[config.mk]
export PLATFORM = sky130hd
export DESIGN_NAME = sym_clk_gen
export DESIGN_NICKNAME = d
export VERILOG_FILES = /design/src/rtl/sym_clk_gen.sv
export SDC_FILE = /design/constraint.sdc
export NUM_CORES = 1
export LEC_CHECK = 0
export CAP_MARGIN = 0
export CORE_MARGIN = 4
export CORE_UTILIZATION = 30
export CTS_CLUSTER_SIZE = 10
export DETAILED_ROUTE_END_ITERATION = 16
export SLEW_MARGIN = 15
export SYNTH_ARGS = -nofsm -noshare
export SYNTH_HDL_FRONTEND = slang
export SYNTH_SLANG_ARGS = --single-unit
export TNS_END_PERCENT = 100
[constraint.sdc]
create_clock -name clk -period 2.3 [get_ports clk]
set_input_delay 0.69 -clock clk [delete_from_list [all_inputs] [get_ports clk]]
set_output_delay 0.69 -clock clk [all_outputs]
set_load 0.1 [all_outputs]
[src/rtl/sym_clk_gen.sv]
// Symbol clock generator: divides clk by a programmable ratio, producing a
// bit-rate tick, a toggling divided clock and a dibit (QPSK symbol) strobe.
// New ratios are staged in a pending register and take effect only at a
// terminal count or a synchronous restart, so a period is never cut short.
module sym_clk_gen #(
  parameter int CNT_W       = 8,
  parameter int DEFAULT_DIV = 50
) (
  input  logic             clk,
  input  logic             rst,
  input  logic             en,
  input  logic             sync,
  input  logic             load,
  input  logic [CNT_W-1:0] div_ratio,
  output logic             c_out,
  output logic             tick,
  output logic             sym_tick,
  output logic             sym_phase,
  output logic             f_valid
);

  logic [CNT_W-1:0] r_count;
  logic [CNT_W-1:0] r_div;
  logic [CNT_W-1:0] r_pend;
  logic             r_pend_v;
  logic             r_c_out;
  logic             r_tick;
  logic             r_sym_tick;
  logic             r_sym_phase;
  logic             r_f_valid;

  logic [CNT_W-1:0] w_clamp;
  logic             w_term;

  // Ratios below 2 cannot form a period, so they are raised to 2.
  always_comb begin
    w_clamp = (div_ratio < CNT_W'(2)) ? CNT_W'(2) : div_ratio;
    w_term  = en & ~sync & (r_count == r_div);
  end

  // Divider, ratio staging and symbol-phase state.
  always_ff @(posedge clk or negedge rst) begin
    if (!rst) begin
      r_count     <= CNT_W'(1);
      r_div       <= CNT_W'(DEFAULT_DIV);
      r_pend      <= '0;
      r_pend_v    <= 1'b0;
      r_c_out     <= 1'b0;
      r_tick      <= 1'b0;
      r_sym_tick  <= 1'b0;
      r_sym_phase <= 1'b0;
      r_f_valid   <= 1'b0;
    end else if (sync) begin
      // Restart: a ratio offered now wins over one already pending.
      r_count     <= CNT_W'(1);
      r_c_out     <= 1'b0;
      r_tick      <= 1'b0;
      r_sym_tick  <= 1'b0;
      r_sym_phase <= 1'b0;
      r_f_valid   <= 1'b0;
      r_pend_v    <= 1'b0;
      if (load)          r_div <= w_clamp;
      else if (r_pend_v) r_div <= r_pend;
    end else if (w_term) begin
      // End of period: new ratio (if any) governs the next period.
      r_count     <= CNT_W'(1);
      r_c_out     <= ~r_c_out;
      r_tick      <= 1'b1;
      r_sym_tick  <= r_sym_phase;
      r_sym_phase <= ~r_sym_phase;
      r_f_valid   <= 1'b1;
      if (load) begin
        r_div    <= w_clamp;
        r_pend_v <= 1'b0;
      end else if (r_pend_v) begin
        r_div    <= r_pend;
        r_pend_v <= 1'b0;
      end
    end else begin
      // Mid-period (running or paused): stage any load for later.
      if (en) r_count <= r_count + CNT_W'(1);
      r_tick     <= 1'b0;
      r_sym_tick <= 1'b0;
      if (load) begin
        r_pend   <= w_clamp;
        r_pend_v <= 1'b1;
      end
    end
  end

  assign c_out     = r_c_out;
  assign tick      = r_tick;
  assign sym_tick  = r_sym_tick;
  assign sym_phase = r_sym_phase;
  assign f_valid   = r_f_valid;

endmodule

==> qor.json, run 1 <==
{
  "run_status": {"value": "complete, no violations"},
  "path_type_of_the_worst_setup_path": {"value": "in2reg"},
  "drc": {"value": 0},
  "antenna_found_initial": {"value": 0},
  "grt_pass1_vias": {"value": 1343},
  "area_delta_synth_final": {"value": 29.3, "unit": "%"},
  "critical-path-max-stage-delay": {"value": 0.54, "unit": "ns"},
  "place.gp.congestion": {"value": 0.733},
  "most-common-layout-cells": {"value": "sky130_fd_sc_hd__nor2_1 (29), sky130_fd_sc_hd__dfrtp_1 (26), sky130_fd_sc_hd__buf_4 (25), sky130_fd_sc_hd__clkdlybuf4s50_1 (12), sky130_fd_sc_hd__xnor2_1 (11)"},
  "startpoint_of_the_worst_hold_path": {"value": "f_valid"},
  "cell_count_of_the_worst_reg_to_reg_path": {"value": 5},
  "final_min_period_over_clock_period": {"value": 98.0, "unit": "%"},
  "timing.final.max_slew_violations": {"value": 0},
  "worst_slack": {"value": 0.0467, "unit": "ns"},
  "insertion_delay": {"value": 0.28, "unit": "ns"},
  "syn_avg_cell_area": {"value": 9.97, "unit": "sq um"},
  "initial_util": {"value": 31.1, "unit": "%"},
  "synth_seq_area_share": {"value": 43.8, "unit": "%"},
  "switching_share": {"value": 30.4, "unit": "%"},
  "design_area": {"value": 2230, "unit": "sq um"},
  "die_area": {"value": 7020, "unit": "sq um"},
  "design.core.area": {"value": 5540, "unit": "sq um"},
  "die_height": {"value": 83.8, "unit": "um"},
  "ys_ff_latch": {"value": 30},
  "dpl_cell_area": {"value": 2120, "unit": "sq um"},
  "power.ir.vdd_worst": {"value": 263, "unit": "uV"},
  "clockRootBuffer": {"value": "sky130_fd_sc_hd__clkbuf_8"},
  "total_switching_power": {"value": 489, "unit": "uW"},
  "ys_async_sr_fraction": {"value": 100, "unit": "%"},
  "timing.final.setup_violations": {"value": 0},
  "power.sequential.fraction": {"value": 41.6, "unit": "%"},
  "grt_first_pass_wirelength": {"value": 6.78, "unit": "mm"},
  "postSynth.topFlopCell": {"value": "sky130_fd_sc_hd__dfrtp_1"},
  "worstHoldPathType": {"value": "reg2reg"},
  "grtUsageTotal": {"value": 12.0, "unit": "%"},
  "r2r-end": {"value": "r_count[1]"},
  "hold_viol": {"value": 0},
  "antennaDiodeCount": {"value": 0},
  "timing.slew.headroom": {"value": 74.0, "unit": "%"},
  "largest_fanout_on_the_critical_path": {"value": 2},
  "dp_worst_setup_slack": {"value": -0.254, "unit": "ns"},
  "nNetsFinal": {"value": 222},
  "stdcell_count": {"value": 281},
  "numCtsBuffers": {"value": 5},
  "setup-tns-final": {"value": 0, "unit": "ns"},
  "dr.pass1.iters": {"value": 4},
  "overflow": {"value": 0},
  "postSynthNetCount": {"value": 187},
  "drtAntennaViolNets": {"value": 0},
  "crit_required": {"value": 2.46, "unit": "ns"},
  "setup_skew": {"value": 0.00470, "unit": "ns"},
  "clock_tree.buffer_depth": {"value": 2},
  "r2r_start": {"value": "r_count[0]"},
  "place_inst": {"value": 273},
  "numClockSinks": {"value": 30},
  "clk_pin_slew_worst_paths": {"value": 0.06, "unit": "ns"},
  "tightest_slew": {"value": 0.389, "unit": "ns"},
  "final_layout_size_suffix_gt1_share": {"value": 25.8, "unit": "%"},
  "comb_power_share": {"value": 27.6, "unit": "%"},
  "tritoncts": {"value": "yes"},
  "count_of_standard_cell_rows": {"value": 27},
  "period_minus_slack": {"value": 2.25, "unit": "ns"},
  "p_per_area": {"value": 722, "unit": "nW/um^2"},
  "cp_data_arrival_time": {"value": 2.42, "unit": "ns"},
  "slowest_stage": {"value": "sky130_fd_sc_hd__or4_4"},
  "yosysWarnings": {"value": 0},
  "ys_types": {"value": 43},
  "setup.worst_path.end_class": {"value": "flip-flop"},
  "synth_edf_count": {"value": 0},
  "post_cts_buffers": {"value": 0},
  "via_count": {"value": 1438},
  "hold_path_depth": {"value": 1},
  "post-layout-total-power": {"value": 1610, "unit": "uW"},
  "number_of_vias_per_cell": {"value": 5.12},
  "first_iter_violations": {"value": 122},
  "grt_start_max_net_pins": {"value": 31},
  "clkPwrFrac": {"value": 30.8, "unit": "%"},
  "rsz0062_at_grt": {"value": "no"},
  "place.port_buffers": {"value": 17},
  "dp.final_hpwl": {"value": 2.84, "unit": "mm"},
  "internal_power_contribution": {"value": 1120, "unit": "uW"},
  "top_level_ports": {"value": 18},
  "timing.critical_path.from_type": {"value": "input pin"},
  "clock_tree.htree_level_count": {"value": 2},
  "synthCells": {"value": 173},
  "cts.hold.buffers_added": {"value": 0},
  "mostFrequentLayoutCell": {"value": "sky130_fd_sc_hd__nor2_1"},
  "cts_resized": {"value": 0},
  "total_standard_cell_area_after_synthesis": {"value": 1720, "unit": "sq um"},
  "hold_crit_endpoint": {"value": "f_valid"},
  "f_max": {"value": 444, "unit": "MHz"},
  "cap_viol_max_count": {"value": 0},
  "power.static_leakage": {"value": 0.000922, "unit": "uW"},
  "die-width": {"value": 83.8, "unit": "um"},
  "worstPathCellList": {"value": "clkdlybuf4s50_1, or4_4, or3_1, o21a_1, mux2_2"},
  "final.fill_count": {"value": 564},
  "setup.reg_to_reg.worst_slack": {"value": 0.35, "unit": "ns"},
  "wl_per_cell": {"value": 14.0, "unit": "um"},
  "wl": {"value": 3.93, "unit": "mm"}
}
critical path, delay by kind of cell:
kind / cells / cell delay (ns)
buffers and inverters: 1 / 0.42
AO/OA/AOI/OAI: 1 / 0.18
AND/OR/NAND/NOR: 2 / 0.87
multiplexers: 1 / 0.26
registers in the layout, indices dropped and copies added (netlist names):
register	flops
r_pend_v	1
r_count	8
c_out	1
r_div	8
r_pend	8
f_valid	1
tick	1
sym_phase	1
sym_tick	1
synthesized netlist by cell type (2+ instances only):
library cell / count / area (sq um)
sky130_fd_sc_hd__a221oi_1: 8 / 70.1
sky130_fd_sc_hd__and2_1: 2 / 12.5
sky130_fd_sc_hd__and3_1: 7 / 43.8
sky130_fd_sc_hd__buf_1: 2 / 7.51
sky130_fd_sc_hd__clkbuf_1: 8 / 30.0
sky130_fd_sc_hd__dfrtp_1: 26 / 651
sky130_fd_sc_hd__dfstp_2: 4 / 105
sky130_fd_sc_hd__inv_1: 3 / 11.3
sky130_fd_sc_hd__mux2_2: 8 / 90.1
sky130_fd_sc_hd__mux2i_1: 2 / 20.0
sky130_fd_sc_hd__nand2_1: 6 / 22.5
sky130_fd_sc_hd__nand3_1: 2 / 10.0
sky130_fd_sc_hd__nand4b_1: 8 / 70.1
sky130_fd_sc_hd__nor2_1: 29 / 109
sky130_fd_sc_hd__nor2b_1: 2 / 12.5
sky130_fd_sc_hd__nor3_1: 3 / 15.0
sky130_fd_sc_hd__o2111ai_1: 2 / 17.5
sky130_fd_sc_hd__o21ai_0: 8 / 40.0
sky130_fd_sc_hd__o2bb2ai_1: 5 / 43.8
sky130_fd_sc_hd__or3_1: 2 / 12.5
sky130_fd_sc_hd__or3b_2: 2 / 17.5
sky130_fd_sc_hd__xnor2_1: 11 / 96.3
sky130_fd_sc_hd__xor2_1: 3 / 26.3
through the flow:
step	hold slack [ns]	utilization (%)
2_1_floorplan	0.394	-
3_3_place_gp	0.464	38.3
3_5_place_dp	0.471	38.3
4_1_cts	0.485	40.2
5_1_grt	0.506	40.2
6_report	0.478	40.2
kinds of logic (layout without fill, tap and decap cells):
logic type / after synthesis / count (layout) / synth area share (%)
buf+inv: 14 / 50 / 3.12
flops: 30 / 30 / 43.8
xor+xnor: 14 / 14 / 7.11
fa+ha+maj: 1 / 1 / 0.726
simple gates: 72 / 72 / 23.0
compound gates: 32 / 32 / 15.8
mux: 10 / 10 / 6.39
how the worst max path moves through the flow:
stage,end,start,cells past startpoint
floorplan,r_pend[0],div_ratio[7],4
global placement,r_pend[0],div_ratio[7],5
detailed placement,r_pend[0],div_ratio[7],5
CTS,r_pend[0],div_ratio[7],5
global route,r_pend[0],div_ratio[7],5
finish,r_pend[0],div_ratio[7],5
routing by layer:
layer | vias to the layer above | GRT usage (%) | part of all wire (%)
met1 | 709 | 16.3 | 45
li1 | 701 | - | -
met4 | 0 | 3.51 | 1.3
met3 | 6 | 3.85 | 3.7
met5 | - | 0 | 0
met2 | 22 | 18.1 | 50
final cells by class:
class	count	area, sq um	area share (%)
sequential	30	756	33.9
clock buffer	8	110	4.94
tap	72	90.1	4.04
timing repair buffer	39	348	15.6
inverter	3	11.3	0.505
multi-input combinational	129	915	41.0
power groups by stage:
stage | clock, uW | combinational [uW] | sequential (uW)
floorplan | 0 | 288 | 676
global placement | 0 | 436 | 679
detailed placement | 0 | 444 | 678
CTS | 514 | 446 | 671
global route | 541 | 491 | 680
finish | 496 | 445 | 670
Note: power is estimated with default switching activity, not from simulation.
==> run 2: changes to the inputs <==
==> constraint.sdc (replaced) <==
create_clock -name clk -period 2.3 [get_ports clk]
set_input_delay 0.46 -clock clk [delete_from_list [all_inputs] [get_ports clk]]
set_output_delay 0.46 -clock clk [all_outputs]
set_load 0.1 [all_outputs]
==> qor.json, run 2 (synthesis results as in run 1) <==
{
  "mostFrequentLayoutCell": {"value": "sky130_fd_sc_hd__nor2_1"},
  "cts.hold.buffers_added": {"value": 0, "change": "unchanged"},
  "stdcell_count": {"value": 274, "change": "-2.5%"},
  "numClockSinks": {"value": 30, "change": "unchanged"},
  "p_per_area": {"value": 716, "unit": "nW/um^2", "change": "-0.81%"},
  "area_delta_synth_final": {"value": 24.5, "unit": "%"},
  "dr.pass1.iters": {"value": 5, "change": "+1"},
  "overflow": {"value": 0, "change": "unchanged"},
  "nNetsFinal": {"value": 215, "change": "-3.2%"},
  "worst_hold_slack": {"value": 0.481, "unit": "ns", "change": "+0.00332 ns"},
  "grtUsageTotal": {"value": 11.6, "unit": "%", "change": "-0.32 points"},
  "place.gp.congestion": {"value": 0.783, "change": "+6.8%"},
  "die_area": {"value": 7020, "unit": "sq um", "change": "unchanged"},
  "period_minus_slack": {"value": 2.01, "unit": "ns", "change": "-0.239 ns"},
  "top_level_ports": {"value": 18, "change": "unchanged"},
  "die-width": {"value": 83.8, "unit": "um", "change": "unchanged"},
  "number_of_vias_per_cell": {"value": 5.23, "change": "+2.2%"},
  "power.static_leakage": {"value": 0.000875, "unit": "uW", "change": "-5.1%"},
  "drtAntennaViolNets": {"value": 0, "change": "unchanged"},
  "power.ir.vdd_worst": {"value": 236, "unit": "uV", "change": "-10%"},
  "cts_resized": {"value": 0, "change": "unchanged"},
  "grt_start_max_net_pins": {"value": 31, "change": "unchanged"},
  "cap_viol_max_count": {"value": 0, "change": "unchanged"},
  "run_status": {"value": "complete, no violations"},
  "antenna_found_initial": {"value": 0, "change": "unchanged"},
  "place.port_buffers": {"value": 17, "change": "unchanged"},
  "dp.final_hpwl": {"value": 2.77, "unit": "mm", "change": "-2.5%"},
  "tightest_slew": {"value": 0.475, "unit": "ns", "change": "+0.0859 ns"},
  "wl_per_cell": {"value": 14.2, "unit": "um", "change": "+1.5%"},
  "final_layout_size_suffix_gt1_share": {"value": 22.8, "unit": "%", "change": "-3.1 points"},
  "drc": {"value": 0, "change": "unchanged"},
  "post_cts_buffers": {"value": 0, "change": "unchanged"},
  "numCtsBuffers": {"value": 5, "change": "unchanged"},
  "antennaDiodeCount": {"value": 0, "change": "unchanged"},
  "first_iter_violations": {"value": 124, "change": "+1.6%"},
  "grt_util_met3": {"value": 3.55, "unit": "%", "change": "-0.30 points"},
  "final_min_period_over_clock_period": {"value": 87.6, "unit": "%", "change": "-10 points"},
  "crit_required": {"value": 2.45, "unit": "ns", "change": "about the same"},
  "f_max": {"value": 496, "unit": "MHz", "change": "+12%"},
  "grt_first_pass_wirelength": {"value": 6.50, "unit": "mm", "change": "-4.1%"},
  "tritoncts": {"value": "yes"},
  "path_type_of_the_worst_setup_path": {"value": "reg2reg"},
  "clockRootBuffer": {"value": "sky130_fd_sc_hd__clkbuf_8"},
  "count_of_standard_cell_rows": {"value": 27, "change": "unchanged"},
  "largest_fanout_on_the_critical_path": {"value": 15, "change": "+13"},
  "clk_pin_slew_worst_paths": {"value": 0.07, "unit": "ns", "change": "about the same"},
  "worstHoldPathType": {"value": "reg2reg"},
  "largest_registers": {"value": "r_count: 8 flops, r_div: 8 flops, r_pend: 8 flops"},
  "setup_skew": {"value": 0.00440, "unit": "ns", "change": "-0.000301 ns"},
  "design.core.area": {"value": 5540, "unit": "sq um", "change": "unchanged"},
  "cp_data_arrival_time": {"value": 2.16, "unit": "ns", "change": "-0.26 ns"},
  "timing.slew.headroom": {"value": 68.3, "unit": "%", "change": "-5.7 points"},
  "clock_tree.buffer_depth": {"value": 2, "change": "unchanged"},
  "insertion_delay": {"value": 0.28, "unit": "ns", "change": "about the same"},
  "most-common-layout-cells": {"value": "sky130_fd_sc_hd__nor2_1 (29), sky130_fd_sc_hd__dfrtp_1 (26), sky130_fd_sc_hd__buf_4 (19), sky130_fd_sc_hd__clkdlybuf4s50_1 (12), sky130_fd_sc_hd__xnor2_1 (11)"},
  "via_count": {"value": 1433, "change": "-0.35%"},
  "place_inst": {"value": 266, "change": "-2.6%"},
  "timing.final.max_slew_violations": {"value": 0, "change": "unchanged"},
  "rsz0062_at_grt": {"value": "no"},
  "timing.final.setup_violations": {"value": 0, "change": "unchanged"},
  "hold_viol": {"value": 0, "change": "unchanged"},
  "timing.critical_path.from_type": {"value": "flip-flop"},
  "grt_pass1_vias": {"value": 1328, "change": "-1.1%"},
  "die_height": {"value": 83.8, "unit": "um", "change": "unchanged"},
  "grt_busiest_layer": {"value": "met2"},
  "grtUsageMet1": {"value": 15.2, "unit": "%", "change": "-1.1 points"},
  "wl": {"value": 3.89, "unit": "mm", "change": "-0.99%"},
  "met2_usage": {"value": 17.8, "unit": "%", "change": "-0.29 points"},
  "setup.worst_path.end_class": {"value": "flip-flop"},
  "initial_util": {"value": 31.1, "unit": "%", "change": "unchanged"},
  "clock_tree.htree_level_count": {"value": 2, "change": "unchanged"}
}
## run 2: cell count changes in the layout (fill, tap and decap cells not counted), sizes merged
cell / before / now
buf: 27 / 20
clkbuf: 8 / 7
clkinv: 0 / 1
## run 2: stage by stage
| stage | power (uW) | setup slack [ns] | util [%] | TNS, ns | area (sq um) |
|---|---|---|---|---|---|
| after floorplan | 964 | 0.467 | - | 0 | 1720 |
| after global placement | 1100 | 0.0170 | 37.1 | 0 | 2050 |
| after detailed placement | 1100 | -0.00657 | 37.1 | -0.00657 | 2050 |
| after CTS | 1550 | 0.286 | 38.7 | 0 | 2150 |
| after global routing | 1630 | 0.173 | 38.7 | 0 | 2150 |
| final | 1540 | 0.286 | 38.7 | 0 | 2150 |
## run 2: worst max-delay path: stages (launching register included)
cell and delay, ns:
sky130_fd_sc_hd__dfstp_2 0.58, sky130_fd_sc_hd__xnor2_1 0.13, sky130_fd_sc_hd__nand3_1 0.25, sky130_fd_sc_hd__buf_4 0.28, sky130_fd_sc_hd__o31ai_4 0.49, sky130_fd_sc_hd__mux2i_1 0.14
## run 2: area by class of cell
type	instances	area, sq um
Inverter	3	11.3
Sequential cell	30	756
Fill cell	550	3390
Tap cell	72	90.1
Timing Repair Buffer	32	283
Clock buffer	7	86.3
Clock inverter	1	5.00
Multi-Input combinational cell	129	915
## run 2: where the power goes
group / leakage [uW] / switching [uW] / internal [uW] / total, uW
Clock: 0.0000482 / 199 / 241 / 440
Sequential: 0.000378 / 62.5 / 608 / 671
Combinational: 0.000449 / 230 / 196 / 426
## run 2: metal layers
metal  routed length [um]  part of all wire, %
met1                 1790                   46
met2                 1870                   48
met3                  150                  3.9
met4                   92                  2.4
met5                    0                    0
## run 2: worst paths after layout
check	startpoint	endpoint	slack [ns]	cells past startpoint
setup / recovery	r_count[0]	c_out	0.29	5
hold / removal	f_valid	f_valid	0.48	1
setup reg to reg	r_count[0]	c_out	0.29	5
hold reg to reg	f_valid	f_valid	0.48	1
max in group asynchronous	rst	r_div[4]	1.41	2
min in group asynchronous	rst	r_pend[4]	0.57	2
